`config.mk`:
```
export PLATFORM = sky130hd
export DESIGN_NAME = cordic_scheduler
export DESIGN_NICKNAME = d
export VERILOG_FILES = /design/src/rtl/cordic_sched_pkg.sv /design/src/rtl/rr_arbiter.sv /design/src/rtl/cordic_scheduler.sv
export SDC_FILE = /design/constraint.sdc
export NUM_CORES = 1
export LEC_CHECK = 0
export ABC_AREA = 1
export CAP_MARGIN = 20
export CORE_ASPECT_RATIO = 0.6
export CORE_MARGIN = 4
export CORE_UTILIZATION = 41
export DETAILED_ROUTE_END_ITERATION = 10
export PLACE_DENSITY = 0.81
export SLEW_MARGIN = 25
export SYNTH_ARGS = -nofsm -noshare
export SYNTH_HDL_FRONTEND = slang
export SYNTH_SLANG_ARGS = --single-unit
```
`constraint.sdc`:
```
create_clock -name clock -period 3.7 [get_ports clock]
set_clock_uncertainty 0.15 [all_clocks]
set_input_delay 0.555 -clock clock [delete_from_list [all_inputs] [get_ports clock]]
set_output_delay 0.555 -clock clock [all_outputs]
set_load 0.005 [all_outputs]
```
`src/rtl/cordic_sched_pkg.sv`:
```
// Shared defaults and tag type for the CORDIC time-multiplexing scheduler.
package cordic_sched_pkg;

  localparam int unsigned NumChDefault    = 4;
  localparam int unsigned LatencyDefault  = 13;
  localparam int unsigned BitwidthDefault = 16;
  localparam int unsigned ZwidthDefault   = 16;
  localparam int unsigned ChwDefault      = $clog2(NumChDefault);

  // Tag channel field is sized for the largest supported channel count (8)
  localparam int unsigned TagChW = 3;

  typedef struct packed {
    logic              valid;
    logic [TagChW-1:0] chan;
  } tag_t;

endpackage

```
`src/rtl/rr_arbiter.sv`:
```
// Round-robin arbiter: one-hot grant searching upward from the last winner.
module rr_arbiter #(
  parameter int unsigned NUM_CH = 4,
  parameter int unsigned CHW    = $clog2(NUM_CH)
) (
  input  logic              clock,
  input  logic              reset,
  input  logic [NUM_CH-1:0] req,
  input  logic              accept,
  output logic [NUM_CH-1:0] grant,
  output logic [CHW-1:0]    grant_idx
);

  logic [CHW-1:0] ptr_q, ptr_d;
  logic [CHW-1:0] cand;
  logic           found;

  // First requesting channel after the pointer, wrapping around
  always_comb begin
    grant     = '0;
    grant_idx = '0;
    found     = 1'b0;
    cand      = '0;
    for (int unsigned k = 1; k <= NUM_CH; k++) begin
      cand = CHW'((32'(ptr_q) + k) % NUM_CH);
      if (!found && req[cand]) begin
        found       = 1'b1;
        grant[cand] = 1'b1;
        grant_idx   = cand;
      end
    end
    ptr_d = accept ? grant_idx : ptr_q;
  end

  // Pointer starts at the last channel so channel 0 wins first
  always_ff @(posedge clock) begin
    if (reset) begin
      ptr_q <= CHW'(NUM_CH - 1);
    end else begin
      ptr_q <= ptr_d;
    end
  end

endmodule

```
`src/rtl/cordic_scheduler.sv`:
```
// Shares one pipelined CORDIC among NUM_CH requesters and routes results back by tag.
module cordic_scheduler
  import cordic_sched_pkg::*;
#(
  parameter int unsigned NUM_CH   = NumChDefault,
  parameter int unsigned BITWIDTH = BitwidthDefault,
  parameter int unsigned ZWIDTH   = ZwidthDefault,
  parameter int unsigned LATENCY  = LatencyDefault,
  parameter int unsigned CHW      = $clog2(NUM_CH)
) (
  input  logic                       clock,
  input  logic                       reset,
  input  logic                       stall,
  input  logic [NUM_CH-1:0]          req_valid,
  output logic [NUM_CH-1:0]          req_ready,
  input  logic [NUM_CH*BITWIDTH-1:0] req_x,
  input  logic [NUM_CH*BITWIDTH-1:0] req_y,
  input  logic [NUM_CH*ZWIDTH-1:0]   req_z,
  output logic                       cordic_enable,
  output logic [BITWIDTH-1:0]        cordic_xi,
  output logic [BITWIDTH-1:0]        cordic_yi,
  output logic [ZWIDTH-1:0]          cordic_zi,
  input  logic [BITWIDTH-1:0]        cordic_xo,
  input  logic [BITWIDTH-1:0]        cordic_yo,
  input  logic [ZWIDTH-1:0]          cordic_zo,
  output logic [NUM_CH-1:0]          res_valid,
  output logic [BITWIDTH-1:0]        res_x,
  output logic [BITWIDTH-1:0]        res_y,
  output logic [ZWIDTH-1:0]          res_z,
  output logic [CHW-1:0]             res_chan,
  output logic                       busy
);

  // Tag pipe is one deeper than the CORDIC so the result register lines up with the tail
  localparam int unsigned Depth = LATENCY + 1;

  logic                en;
  logic [NUM_CH-1:0]   grant;
  logic [CHW-1:0]      grant_idx;
  logic                hs;
  logic [BITWIDTH-1:0] sel_x, sel_y;
  logic [ZWIDTH-1:0]   sel_z;

  logic [BITWIDTH-1:0] xi_q, xi_d, yi_q, yi_d;
  logic [ZWIDTH-1:0]   zi_q, zi_d;
  tag_t                tag_q [Depth];
  tag_t                tag_d [Depth];
  tag_t                tail;

  logic [NUM_CH-1:0]   res_valid_q, res_valid_d;
  logic [BITWIDTH-1:0] res_x_q, res_x_d, res_y_q, res_y_d;
  logic [ZWIDTH-1:0]   res_z_q, res_z_d;
  logic [CHW-1:0]      res_chan_q, res_chan_d;

  assign en            = ~reset & ~stall;
  assign cordic_enable = en;

  rr_arbiter #(
    .NUM_CH (NUM_CH),
    .CHW    (CHW)
  ) u_arb (
    .clock     (clock),
    .reset     (reset),
    .req       (req_valid & {NUM_CH{en}}),
    .accept    (hs),
    .grant     (grant),
    .grant_idx (grant_idx)
  );

  // Grant is only ever given to a valid channel, so any grant is a handshake
  assign req_ready = grant;
  assign hs        = |grant;
  assign tail      = tag_q[Depth-1];

  // Operand mux for the granted channel
  always_comb begin
    sel_x = '0;
    sel_y = '0;
    sel_z = '0;
    for (int unsigned i = 0; i < NUM_CH; i++) begin
      if (grant[i]) begin
        sel_x = req_x[i*BITWIDTH +: BITWIDTH];
        sel_y = req_y[i*BITWIDTH +: BITWIDTH];
        sel_z = req_z[i*ZWIDTH +: ZWIDTH];
      end
    end
  end

  // Next-state for operand regs, tag pipe and result regs
  always_comb begin
    xi_d = stall ? xi_q : (hs ? sel_x : '0);
    yi_d = stall ? yi_q : (hs ? sel_y : '0);
    zi_d = stall ? zi_q : (hs ? sel_z : '0);

    tag_d[0].valid = stall ? tag_q[0].valid : hs;
    tag_d[0].chan  = stall ? tag_q[0].chan  : TagChW'(grant_idx);
    for (int unsigned i = 1; i < Depth; i++) begin
      tag_d[i] = stall ? tag_q[i] : tag_q[i-1];
    end

    res_valid_d = '0;
    res_x_d     = res_x_q;
    res_y_d     = res_y_q;
    res_z_d     = res_z_q;
    res_chan_d  = res_chan_q;
    if (!stall && tail.valid) begin
      res_x_d    = cordic_xo;
      res_y_d    = cordic_yo;
      res_z_d    = cordic_zo;
      res_chan_d = tail.chan[CHW-1:0];
      for (int unsigned i = 0; i < NUM_CH; i++) begin
        res_valid_d[i] = (tail.chan == TagChW'(i));
      end
    end
  end

  // State registers; reset discards everything in flight
  always_ff @(posedge clock) begin
    if (reset) begin
      xi_q        <= '0;
      yi_q        <= '0;
      zi_q        <= '0;
      res_valid_q <= '0;
      res_x_q     <= '0;
      res_y_q     <= '0;
      res_z_q     <= '0;
      res_chan_q  <= '0;
      for (int unsigned i = 0; i < Depth; i++) begin
        tag_q[i] <= '0;
      end
    end else begin
      xi_q        <= xi_d;
      yi_q        <= yi_d;
      zi_q        <= zi_d;
      res_valid_q <= res_valid_d;
      res_x_q     <= res_x_d;
      res_y_q     <= res_y_d;
      res_z_q     <= res_z_d;
      res_chan_q  <= res_chan_d;
      for (int unsigned i = 0; i < Depth; i++) begin
        tag_q[i] <= tag_d[i];
      end
    end
  end

  // Any valid tag anywhere in the pipe means work is in flight
  always_comb begin
    busy = 1'b0;
    for (int unsigned i = 0; i < Depth; i++) begin
      busy = busy | tag_q[i].valid;
    end
  end

  assign cordic_xi = xi_q;
  assign cordic_yi = yi_q;
  assign cordic_zi = zi_q;
  assign res_valid = res_valid_q;
  assign res_x     = res_x_q;
  assign res_y     = res_y_q;
  assign res_z     = res_z_q;
  assign res_chan  = res_chan_q;

endmodule

```
==> flow_summary.toml <==
[worst_setup_path]
critPathTopFamily = "buffers and inverters"
critPathKind = "register to primary output"
crit_top_cell = "nand2_2"
crit_buf_inv = 4
cp_num_cells = 11
cp_cell_sequence = "clkinvlp_4, ha_1, inv_1, nand2_2, nand2_8, nor2_8, nand2_2, inv_2, nand2_1, nand3_4, clkdlybuf4s50_1"
crit_path_start_kind = "register"
worstSetupEndpointType = "primary output"
arrival_ns = 2.77
crit_slowest_cell = "clkdlybuf4s50_1"
rr_worst_depth = 15
max_stage_delay_ns = 0.53
cp_max_fo = 12
cp.required_ns = 2.99

[logic_synthesis]
seq_area_frac_synth = 0.3986
yosys.area_share.adder = 0.01365
synth_top_area_cell = "dfxtp_1"
ys_warn_count = 0
synth_area_mm2 = 0.007333
synthXorXnorAreaFrac = 0
synth_area_leaders = "dfxtp_1, nand2_1, nor2_1"
ys_types = 34
synth.area.mux_share = 0
ys_seq_elements = 146
synth_top_family_by_area = "simple AND/OR/NAND/NOR gates"
syn_nets = 1375
netlist.area_leader.share = 0.3986
synth-compound-area-share = 0.1392
syn_area_per_cell_um2 = 6.548
yosys.area_share.simple = 0.3644
synth_cells = 1120

[clock_tree]
cts_buffers = 17
htree_num_levels = 4
cts-root-buf = "clkbuf_16"
hold_buffers = 0
cts_sinks = 146
clk_latency_ns = 0.40
cts_tree = "yes"
cts.reportedPaths.clkPinSlew_ns = 0.06
cts_buffer_depth = 2

[floorplanning]
die-area_mm2 = 0.02016
initial_core_util = 0.4224
die_h_um = 111.6
rows = 37
dieWidth_um = 180.7
pin_count = 355
design.core.area_mm2 = 0.01736

[global_route]
grt_max_degree = 95
grt_pass1_wl_um = 39600
grt-ovfl-total = 0
grt_pass1_vias = 7517
grt_usage = 0.2372
antenna_found_initial = 0

[drt]
wl_per_cell_um = 14.91
drc = 0
route.vias.total = 8056
drt_iter0_drc = 528
via_per_inst = 4.792
antenna_left = 0
routed_wl_um = 25060
drt_pass1_iterations = 5

[run_status]
status = "complete, no violations"

[pwr]
p_leak_nw = 5.153
p_per_area_mw_per_mm2 = 668.7
power_w = 0.007748
ir_worst_vdd_mv = 0.4299

[sta]
fin_crit_sh = 0.9381
fmax_ghz = 0.2881
hold_viol_final = 0
fin_setup_tns_ns = 0
min_period_ns = 3.471
maxSlewHeadroom = 0.3974
tightest_slew_ns = 0.9039
finalSetupViolations = 0
rsz0062_at_grt = "false"
whs_ns = 0.3093
drv_slew = 0

[final_layout]
area_growth_pct = 58.01
design_area_mm2 = 0.01159
num-nets-final = 1689
fin_util = 0.6675
n_antenna_cell = 0
fill_cells = 1479
final_layout_size_suffix_gt1_frac = 0.07878

[placement]
io_buffers = 354
place.gp.congestion = 0.9485
dp.final_hpwl_um = 18210
place_area_mm2 = 0.01094

[worst_hold_path]
hold_path.class = "register to register"
holdPathStages = 1

[flow_run]
cap_violations = 0
-- per-stage QoR --
stage	setup WS [ns]	std cells
2_1_floorplan	1.044	1120
3_3_place_gp	0.4313	1648
3_5_place_dp	0.3258	1648
4_1_cts	0.03710	1680
5_1_grt	0.06711	1681
6_report	0.2290	1681
-- what timing repair did --
item                                   4_1_cts  5_1_grt
cloned                                       0        0
pin swaps                                    0        0
setup endpoints to repair                    2        2
gates resized for setup                      2        4
endpoints found under the hold margin        0        0
buffers inserted                             0        1
-- cells in the mapped netlist --
cell type / instances
o21ai_1: 3
a21oi_1: 102
a21boi_2: 1
inv_1: 61
buf_1: 3
nor4_1: 3
nor2_2: 1
a21boi_1: 1
buf_4: 4
a22oi_1: 1
nor2_1: 179
clkbuf_1: 40
o2111ai_1: 1
ha_1: 8
a211oi_1: 1
inv_2: 6
nand3_2: 3
nor3_1: 2
a21boi_0: 1
nor2_8: 1
nand2_2: 5
nand2_1: 310
nand3b_4: 1
nand4_1: 1
buf_6: 7
or2_0: 10
nand2_4: 1
nand2_8: 1
dfxtp_1: 146
or2_2: 38
nand3_1: 68
nor2_4: 2
o21ai_0: 89
buf_2: 19
-- sequential cells by signal, indices dropped and copies added (netlist names) --
| name | count |
|---|---|
| cordic_zi | 16 |
| tag_q | 42 |
| res_y | 16 |
| res_chan | 2 |
| cordic_yi | 16 |
| res_x | 16 |
| u_arb.ptr_q | 2 |
| res_z | 16 |
| cordic_xi | 16 |
| res_valid | 4 |
-- cell families (layout without fill, tap and decap cells) --
family	after synthesis	after routing
simple gates	626	626
buf+inv	140	467
fa+ha+maj	8	8
compound gates	200	200
flops	146	146
-- area by class of cell --
| class | count | area, um2 | area share |
|---|---|---|---|
| inverters | 67 | 255.2 | 0.02203 |
| multi-input cells | 834 | 3809 | 0.3287 |
| clock buffers | 19 | 452.9 | 0.03909 |
| well taps | 234 | 292.8 | 0.02527 |
| flip-flops and latches | 146 | 2928 | 0.2527 |
| repair buffers | 368 | 3676 | 0.3172 |
| clock inverters | 13 | 173.9 | 0.01501 |
-- path summary, 6_finish.rpt --
| kind | startpoint | end | slack (ns) |
|---|---|---|---|
| worst max-delay path | u_arb.ptr_q[0] | req_ready[3] | 0.23 |
| worst min register to register | tag_q[1][21] | res_valid[1] | 0.31 |
| worst min-delay path | tag_q[1][21] | res_valid[1] | 0.31 |
| worst max register to register | u_arb.ptr_q[0] | cordic_xi[14] | 0.77 |
-- cells in the final DEF, fill, tap and decap left out, drive strengths merged --
| cell type | count |
|---|---|
| clkdlybuf4s50 | 352 |
| nand2 | 317 |
| nor2 | 183 |
| dfxtp | 146 |
| a21oi | 102 |
| o21ai | 92 |
| nand3 | 71 |
| inv | 69 |
| or2 | 48 |
| clkbuf | 19 |
| buf | 16 |
| ha | 8 |
| clkinv | 5 |
| clkinvlp | 3 |
| nor4 | 3 |
| bufinv | 3 |
| a21boi | 3 |
| nor3 | 2 |
| nand3b | 1 |
| a22oi | 1 |
| nand4 | 1 |
| o2111ai | 1 |
| a211oi | 1 |
-- where the power goes --
| part | leakage [nW] | switching, W | internal (W) | total, W |
|---|---|---|---|---|
| clock network | 0.302 | 0.000707 | 0.00111 | 0.00182 |
| logic | 3.65 | 0.00220 | 0.00171 | 0.00391 |
| registers | 1.20 | 0.000158 | 0.00186 | 0.00202 |
-- worst reg2reg max path, cell delays in order (launching register included) --
cell and delay, ns:
dfxtp_4 0.41, clkinvlp_4 0.13, ha_1 0.38, inv_1 0.10, nand2_2 0.15, nand2_8 0.09, nor2_8 0.16, nand2_2 0.08
inv_2 0.08, nand2_1 0.08, nand3_4 0.17, inv_2 0.06, buf_4 0.25, or2_2 0.35, nand2_1 0.09, a21oi_1 0.06
-- per-layer routing --
layer	GRT usage	wire length [um]	vias to the layer above
li1	-	-	4168
met1	0.3003	10820	3610
met2	0.4041	12060	252
met3	0.06268	1807	26
met4	0.06193	372	0
met5	0	0	-
Power figures use the tool's default switching activity.
